$ cat src/rtl/ins_prefetch_queue_if.sv
// Handshake bundle for the instruction prefetch queue: redirect control,
// instruction-memory req/ack bus and the decoder-facing valid/stall port.
interface ins_prefetch_queue_if;
  logic        redirect;
  logic [31:0] redirect_pc;
  logic        id_stall;
  logic        imem_req;
  logic [31:0] imem_addr;
  logic        imem_ack;
  logic [31:0] imem_data;
  logic        ins_valid;
  logic [31:0] ins;
  logic [31:0] ins_pc;

  modport master (
    input  redirect, redirect_pc, id_stall, imem_ack, imem_data,
    output imem_req, imem_addr, ins_valid, ins, ins_pc
  );

  modport slave (
    output redirect, redirect_pc, id_stall, imem_ack, imem_data,
    input  imem_req, imem_addr, ins_valid, ins, ins_pc
  );
endinterface

$ cat src/rtl/ins_prefetch_queue.sv
// Instruction prefetch queue: sequential fetcher with a small {pc, ins} FIFO and redirect flush.
// Optional IFQ_BYPASS_EN presents an ack'd word to the decoder in the same cycle when the queue is empty.
module ins_prefetch_queue #(
  parameter int unsigned DEPTH       = 4,
  parameter logic [31:0] RESET_PC    = 32'h0000_0000,
  parameter logic [31:0] MAX_INSADDR = 32'hffff_fff8
) (
  input  logic                 clk,
  input  logic                 rst,
  ins_prefetch_queue_if.master bus
);
  localparam int unsigned PW = $clog2(DEPTH);
  localparam int unsigned CW = PW + 1;

  typedef enum logic {RUN, DISCARD} state_t;

  state_t        state;
  logic          req;
  logic [31:0]   addr;
  logic [31:0]   pend_pc;
  logic [CW-1:0] count;
  logic [PW-1:0] rd_ptr;
  logic [PW-1:0] wr_ptr;
  logic [31:0]   pc_mem  [DEPTH];
  logic [31:0]   ins_mem [DEPTH];

  logic          ack;
  logic          fifo_valid;
  logic          bypass;
  logic          push;
  logic          pop;
  logic [CW-1:0] count_next;
  logic [32:0]   addr_inc;
  logic [31:0]   seq_pc;
  logic [31:0]   redir_aligned;

  assign ack           = req && bus.imem_ack;
  assign fifo_valid    = (count != '0);
  assign redir_aligned = bus.redirect_pc & ~32'h3;
  assign addr_inc      = {1'b0, addr} + 33'd4;
  assign seq_pc        = (addr_inc > {1'b0, MAX_INSADDR}) ? RESET_PC : addr_inc[31:0];

`ifdef IFQ_BYPASS_EN
  assign bypass = (state == RUN) && !fifo_valid && !bus.redirect && ack;
`else
  assign bypass = 1'b0;
`endif

  // A bypassed word taken by the decoder this cycle never enters the FIFO.
  assign push = (state == RUN) && ack && !bus.redirect && !(bypass && !bus.id_stall);
  assign pop  = fifo_valid && !bus.id_stall && !bus.redirect;

  always_comb begin
    count_next = count;
    if (push && !pop)
      count_next = count + CW'(1);
    else if (pop && !push)
      count_next = count - CW'(1);
  end

  always_ff @(posedge clk) begin
    if (push) begin
      pc_mem[wr_ptr]  <= addr;
      ins_mem[wr_ptr] <= bus.imem_data;
    end
  end

  always_ff @(posedge clk or negedge rst) begin
    if (!rst) begin
      state   <= RUN;
      req     <= 1'b0;
      addr    <= RESET_PC;
      pend_pc <= RESET_PC;
      count   <= '0;
      rd_ptr  <= '0;
      wr_ptr  <= '0;
    end else if (bus.redirect) begin
      count   <= '0;
      rd_ptr  <= '0;
      wr_ptr  <= '0;
      pend_pc <= redir_aligned;
      if (state == DISCARD) begin
        if (ack) begin
          state <= RUN;
          addr  <= redir_aligned;
          req   <= 1'b1;
        end
      end else if (req && !ack) begin
        // Outstanding fetch must complete on the old address before refetching.
        state <= DISCARD;
      end else begin
        addr <= redir_aligned;
        req  <= 1'b1;
      end
    end else begin
      count <= count_next;
      if (push)
        wr_ptr <= wr_ptr + PW'(1);
      if (pop)
        rd_ptr <= rd_ptr + PW'(1);
      if (state == DISCARD) begin
        if (ack) begin
          state <= RUN;
          addr  <= pend_pc;
          req   <= 1'b1;
        end
      end else begin
        if (ack)
          addr <= seq_pc;
        // Room is judged after this cycle's push/pop so count + inflight never exceeds DEPTH.
        if (!req || ack)
          req <= (count_next < CW'(DEPTH));
      end
    end
  end

  assign bus.imem_req  = req;
  assign bus.imem_addr = addr;
  assign bus.ins_valid = fifo_valid || bypass;
  assign bus.ins       = fifo_valid ? ins_mem[rd_ptr] : (bypass ? bus.imem_data : 32'h0);
  assign bus.ins_pc    = fifo_valid ? pc_mem[rd_ptr]  : (bypass ? addr          : 32'h0);
endmodule

$ cat src/flat_wrapper.sv
// flat-port wrapper written by rule: the top's interface ports become plain ports
module ins_prefetch_queue_flat 
#(
  parameter int unsigned DEPTH       = 4,
  parameter logic [31:0] RESET_PC    = 32'h0000_0000,
  parameter logic [31:0] MAX_INSADDR = 32'hffff_fff8
)
  (clk, rst, bus_redirect, bus_redirect_pc, bus_id_stall, bus_imem_ack, bus_imem_data, bus_imem_req, bus_imem_addr, bus_ins_valid, bus_ins, bus_ins_pc);
  ins_prefetch_queue_if bus_i ();
  input  logic clk;
  input  logic rst;
  input wire logic [$bits(bus_i.redirect)-1:0] bus_redirect;
  input wire logic [$bits(bus_i.redirect_pc)-1:0] bus_redirect_pc;
  input wire logic [$bits(bus_i.id_stall)-1:0] bus_id_stall;
  input wire logic [$bits(bus_i.imem_ack)-1:0] bus_imem_ack;
  input wire logic [$bits(bus_i.imem_data)-1:0] bus_imem_data;
  output wire logic [$bits(bus_i.imem_req)-1:0] bus_imem_req;
  output wire logic [$bits(bus_i.imem_addr)-1:0] bus_imem_addr;
  output wire logic [$bits(bus_i.ins_valid)-1:0] bus_ins_valid;
  output wire logic [$bits(bus_i.ins)-1:0] bus_ins;
  output wire logic [$bits(bus_i.ins_pc)-1:0] bus_ins_pc;
  assign bus_i.redirect = bus_redirect;
  assign bus_i.redirect_pc = bus_redirect_pc;
  assign bus_i.id_stall = bus_id_stall;
  assign bus_i.imem_ack = bus_imem_ack;
  assign bus_i.imem_data = bus_imem_data;
  assign bus_imem_req = bus_i.imem_req;
  assign bus_imem_addr = bus_i.imem_addr;
  assign bus_ins_valid = bus_i.ins_valid;
  assign bus_ins = bus_i.ins;
  assign bus_ins_pc = bus_i.ins_pc;
  ins_prefetch_queue #(.DEPTH(DEPTH), .RESET_PC(RESET_PC), .MAX_INSADDR(MAX_INSADDR)) u_core (.clk(clk), .rst(rst), .bus(bus_i));
endmodule
$ cat config.mk
export PLATFORM = sky130hd
export DESIGN_NAME = ins_prefetch_queue_flat
export DESIGN_NICKNAME = d
export VERILOG_FILES = /design/src/rtl/ins_prefetch_queue_if.sv /design/src/rtl/ins_prefetch_queue.sv /design/src/flat_wrapper.sv
export SDC_FILE = /design/constraint.sdc
export NUM_CORES = 1
export LEC_CHECK = 0
export BUFFER_PORTS_ARGS = -buffer_cell sky130_fd_sc_hd__buf_4
export CAP_MARGIN = 20
export CORE_AREA = 2 2 115 228
export CTS_BUF_LIST = sky130_fd_sc_hd__clkbuf_16
export DETAILED_ROUTE_END_ITERATION = 8
export DIE_AREA = 0 0 117 230
export HOLD_SLACK_MARGIN = 0.15
export PLACE_DENSITY_LB_ADDON = 0.2
export SLEW_MARGIN = 20
export SYNTH_ARGS = -nofsm -noshare
export SYNTH_HDL_FRONTEND = slang
export SYNTH_SLANG_ARGS = --single-unit
$ cat constraint.sdc
create_clock -name clk -period 9.7 [get_ports clk]
set_clock_uncertainty 0.1 [all_clocks]
set_input_delay 0.97 -clock clk [delete_from_list [all_inputs] [get_ports clk]]
set_output_delay 0.97 -clock clk [all_outputs]
set_load 0.1 [all_outputs]
== Yosys cells after proc, flatten, opt, wreduce, memory -nomap -nowiden ==
Memory sizes are Yosys's and may differ from the RTL's.
Cells that the tools add are included.

* Register bits after elaboration: 71
* Memory bits (writable): 256
* Output and inout port bits: 98
* Logic and storage cells: 71
* Memories: 2

{| class="wikitable"
|+ Memory list
! name !! words !! width !! rd ports !! clocked after Yosys merged registers in !! write ports !! line !! RTL
|-
| u_core.ins_mem || 4 || 32 || 1 || 0 || 1 || ins_prefetch_queue.sv:25 || <nowiki>logic [31:0] ins_mem [DEPTH];</nowiki>
|-
| u_core.pc_mem || 4 || 32 || 1 || 0 || 1 || ins_prefetch_queue.sv:24 || <nowiki>logic [31:0] pc_mem [DEPTH];</nowiki>
|}

* Add/subtract/negate cells: 5
* Magnitude comparators: 2
* Equality and inequality tests: 2
* Mux-type cells: 30
* Bitwise logic cells: 1
* Reductions and logical operators: 22

{| class="wikitable"
|+ Operators by type and width
! kind !! count
|-
| $mux 32 || 10
|-
| $add 32x3->33 const B || 1
|-
| $gt 33x32->1 const B || 1
|-
| $mux 1 || 13
|-
| $mux 3 || 3
|-
| $logic_and 1x1->1 || 8
|-
| $mux 2 || 4
|-
| $logic_not 1->1 || 6
|-
| $reduce_bool 2->1 || 3
|-
| $reduce_bool 3->1 || 2
|-
| $add 2x1->2 const B || 2
|-
| $add 3x1->3 const B || 1
|-
| $lt 3x3->1 const B || 1
|-
| $ne 3x2->1 const B || 1
|-
| $reduce_and 3->1 || 1
|-
| $sub 3x1->3 const B || 1
|-
| $ne 2x2->1 const B || 1
|-
| $reduce_and 2->1 || 1
|-
| $logic_or 1x1->1 || 1
|-
| $not 1->1 || 1
|}

== Depth between registers and ports, before layout ==
* Depth in word-level cells: 11
* Mapped depth: 11
* Gate-level depth less buffers: 9

== Worst setup path after synthesis ==
Ideal clock, no wire load.

* Path kind: register to register
* Start point: reg u_core.addr[2], in the netlist u_core.bus.imem_addr[2]
* End point: reg u_core.addr[29], in the netlist u_core.bus.imem_addr[29]
* Setup time: 0.129 ns
* Arrival time: 3.783 ns
* Data required time: 9.471 ns
* Setup slack: 5.688 ns
* Cell stages (with the launch flop): 12
* Buffers on the path: 2
* Period minus slack after synthesis: 4.012 ns
* Cell sequence: dfrtp_1 -> ha_1 -> nand3_1 -> nor3_2 -> clkbuf_1 -> nand4_1 -> mux2_2 -> nand4b_1 -> or4_4 -> nand3_2 -> buf_6 -> o21ai_1

* Longest elaborated chain between the ends: 6

{| class="wikitable"
|+ Ends and longest elaborated chain
! item !! line !! RTL
|-
| from (decl) || ins_prefetch_queue.sv:19 || <nowiki>logic [31:0] addr;</nowiki>
|-
| from (signal assigned) || ins_prefetch_queue.sv:85 || <nowiki>addr <= redir_aligned;</nowiki>
|-
| from (signal assigned) || ins_prefetch_queue.sv:92 || <nowiki>addr <= redir_aligned;</nowiki>
|-
| from (signal assigned) || ins_prefetch_queue.sv:104 || <nowiki>addr <= pend_pc;</nowiki>
|-
| $add 32x3->33 (*) || ins_prefetch_queue.sv:40 || <nowiki>assign addr_inc = {1'b0, addr} + 33'd4;</nowiki>
|-
| $gt 33x32->1 || ins_prefetch_queue.sv:41 || <nowiki>assign seq_pc = (addr_inc > {1'b0, MAX_INSADDR}) ? RESET_PC : addr_inc[31:0];</nowiki>
|-
| $mux 32 (*) || ins_prefetch_queue.sv:41 ||
|-
| $mux 32 (*) || ins_prefetch_queue.sv:108 || <nowiki>if (ack)</nowiki>
|-
| $mux 32 (*) || ins_prefetch_queue.sv:101 || <nowiki>if (state == DISCARD) begin</nowiki>
|-
| $mux 32 (*) || ins_prefetch_queue.sv:77 || <nowiki>end else if (bus.redirect) begin</nowiki>
|}

Every way passes the cells marked *; elsewhere a longest branch is shown, timed or not. The select of a mux whose other input is x is not followed.
A chain may end at the register's enable or synchronous reset.

== Worst setup path in the final report ==
* Start point: reg u_core.addr[2], in the netlist u_core.bus.imem_addr[2]
* End point: reg u_core.addr[9], in the netlist u_core.bus.imem_addr[9]

Same word-level chain as after synthesis.

==> impl_metrics.yaml <==
setup_path:
  crit_top_cell: "or4_4"
  crit_path_max_incr_delay_ns: 0.75
  cp.required_ns: 10.01
  criticalPathCategory: "flop to flop"
  arrival_ns: 4.86
  worst_r2r_endpoint: "u_core.bus.imem_addr[9]"
  worst_setup_path_end_kind: "flop"
  r2r_cells: 9
  reg2reg_from: "u_core.bus.imem_addr[2]"
  ff2ff_setup_slack_ns: 5.15
  cpMaxStageDelayCell: "nor3_2"
  path_cells: "ha_1 -> nand3_1 -> nor3_2 -> nand2_1 -> mux2_2 -> or4_4 -> or4_4 -> nand3_2 -> o21ai_0"
  startpoint_type: "flop"
  crit_path_max_fanout: 16
grt:
  grt_pass1_vias: 8463
  grt_pass1_wl_mm: 46.53
  antenna_found_initial: 0
  globalRouteOverflowTotal: 0
  grt_max_degree: 70
  grt_usage_pct: 22.77
finish:
  fin_nets: 1093
  drive_gt1_share_pct: 31.79
  multi_input_area_um2: 4192
  nFillCells: 1880
  syn_to_final_growth_pct: 16.41
  diodes: 0
  regArea_um2: 9181
sta:
  worst_pin_slew_ns: 1.001
  relSlewSlack_pct: 33.25
  fin_crit_ns: 4.548
  max_freq_ghz: 0.2199
  fin_crit_sh_pct: 46.88
  slew_viol_final: 0
  final-setup-viol-count: 0
  rsz0062_at_grt: "false"
  fin_setup_tns_ns: 0
  finalHoldViolCount: 0
die:
  fp.dieH_um: 230
  die_area_um2: 26910
  die-width_um: 117
  start_util_pct: 54.40
  num_rows: 82
  core_um2: 25140
  ioPinCount: 167
run:
  maxCapViolCount: 0
synthesis:
  synth_edf_count: 248
  ys_types: 68
  avgSynthCellArea_um2: 15.52
  synth_top_cell_by_area: "edfxtp_1"
  yosys-top-cells-count: "edfxtp_1 (248), dfrtp_1 (69), and2_1 (68), mux4_2 (62), nand2_1 (53)"
  syn_inst: 881
  yosysMostFrequentCell: "edfxtp_1"
  synth.top_cells.by_area: "edfxtp_1 (54%), dfrtp_1 (13%), mux4_2 (10%)"
  ys_warn_count: 0
  async_flop_share_pct: 21.77
  synth-seq-cells: 317
  syn_area_um2: 13670
  synth_top_flop_cell: "edfxtp_1"
  ys_seq_area_share_pct: 67.09
  synth_top_area_share_pct: 54.46
clock_network:
  clk_path_buf_depth: 3
  clock_sinks: 317
  clk_latency_ns: 0.55
  tritoncts: "built"
  numCtsBuffers: 27
  hold_buffers: 0
  cts.clk_slew.worst_paths_ns: 0.07
  cts.repair.resized: 0
  cts-root-buf: "clkbuf_16"
  cts_setup_buffers: 0
  cts.htree.levels: 1
place:
  hpwl_mm: 18.37
  routabilityCongestion: 0.9097
  portBuffers: 160
detailed_routing:
  postRouteAntennaNets: 0
  dr.pass1.iters: 4
  drc: 0
  drt-vias-per-instance: 5.845
  drt-initial-drc-count: 594
  num_vias: 8013
  wl_mm: 29.48
  wire_per_inst_um: 21.50
min_path:
  min_to: "u_core.pend_pc[18]"
  holdCritStartpoint: "u_core.pend_pc[18]"
  hold_class: "flop to flop"
  worstHoldPathCells: 1
outcome:
  status: "complete, no violations"
worst max-delay path, delay by kind of cell (launching register included):
kind | cells | cell delay, ns
multiplexers | 1 | 0.32
AO/OA/AOI/OAI | 1 | 0.18
adder cells (fa/ha/maj) | 1 | 0.36
flip-flops | 1 | 0.66
AND/OR/NAND/NOR | 6 | 2.79
flip-flops by register name (all words and copies together) (netlist names):
| signal | count |
|---|---|
| u_core.state | 1 |
| u_core.wr_ptr | 2 |
| u_core.count | 3 |
| u_core.pc_mem | 120 |
| u_core.bus.imem_addr | 30 |
| u_core.ins_mem | 128 |
| u_core.pend_pc | 30 |
| u_core.bus.imem_req | 1 |
| u_core.rd_ptr | 2 |
worst max-delay path by stage:
stage                            startpoint                       end  cells past startpoint
global route        u_core.bus.imem_addr[2]   u_core.bus.imem_addr[9]                      9
CTS                 u_core.bus.imem_addr[2]   u_core.bus.imem_addr[9]                      9
global placement    u_core.bus.imem_addr[2]   u_core.bus.imem_addr[7]                      9
detailed placement  u_core.bus.imem_addr[2]   u_core.bus.imem_addr[9]                      9
finish              u_core.bus.imem_addr[2]   u_core.bus.imem_addr[9]                      9
floorplan           u_core.bus.imem_addr[2]  u_core.bus.imem_addr[29]                     11
cells in the final DEF, fill, tap and decap left out, types with 18 or more instances in the layout:
cell type	n
a21oi_1	30
and2_1	64
buf_4	165
clkbuf_16	27
dfrtp_1	67
edfxtp_1	248
inv_1	23
mux2_2	32
mux4_2	62
nand2_1	53
nand3_1	18
nor2_1	36
o21ai_0	21
layout make-up:
cell class / count / share of cell area, %
clock inverters: 22 / 0.9510
clock buffers: 27 / 4.244
inverters: 16 / 0.3773
repair buffers: 165 / 7.781
multi-input cells: 488 / 26.33
flip-flops and latches: 317 / 57.68
well taps: 336 / 2.641
per-layer routing:
metal	track usage, %	routed length (µm)
met1	27.80	11280
met2	41.02	16270
met3	2.504	986
met4	8.235	943
met5	0	0
metrics by stage:
stage	hold slack, ns	std cells	util, %	instance area (µm²)	setup WS, ns
after floorplan	0.3665	884	-	13690	5.688
after global placement	0.3787	1322	60.04	15090	5.272
after detailed placement	0.3826	1322	60.04	15090	5.211
after CTS	0.4040	1371	63.33	15920	5.175
after global routing	0.4099	1371	63.33	15920	4.853
final	0.3993	1371	63.33	15920	5.152
logic make-up after synthesis:
group | count (synthesis) | synth area share [%]
DFF | 317 | 67.09
and+or+nand+nor | 251 | 10.24
AOI/OAI and AO/OA | 115 | 5.499
muxes | 97 | 13.07
buffers and inverters | 79 | 2.489
xor gates and xnor gates | 12 | 0.7686
adders and majority gates | 9 | 0.8235
other | 1 | 0.02742
Power is not shown: default switching activity piles up to over one toggle a cycle in this logic, so the estimate is an artifact.
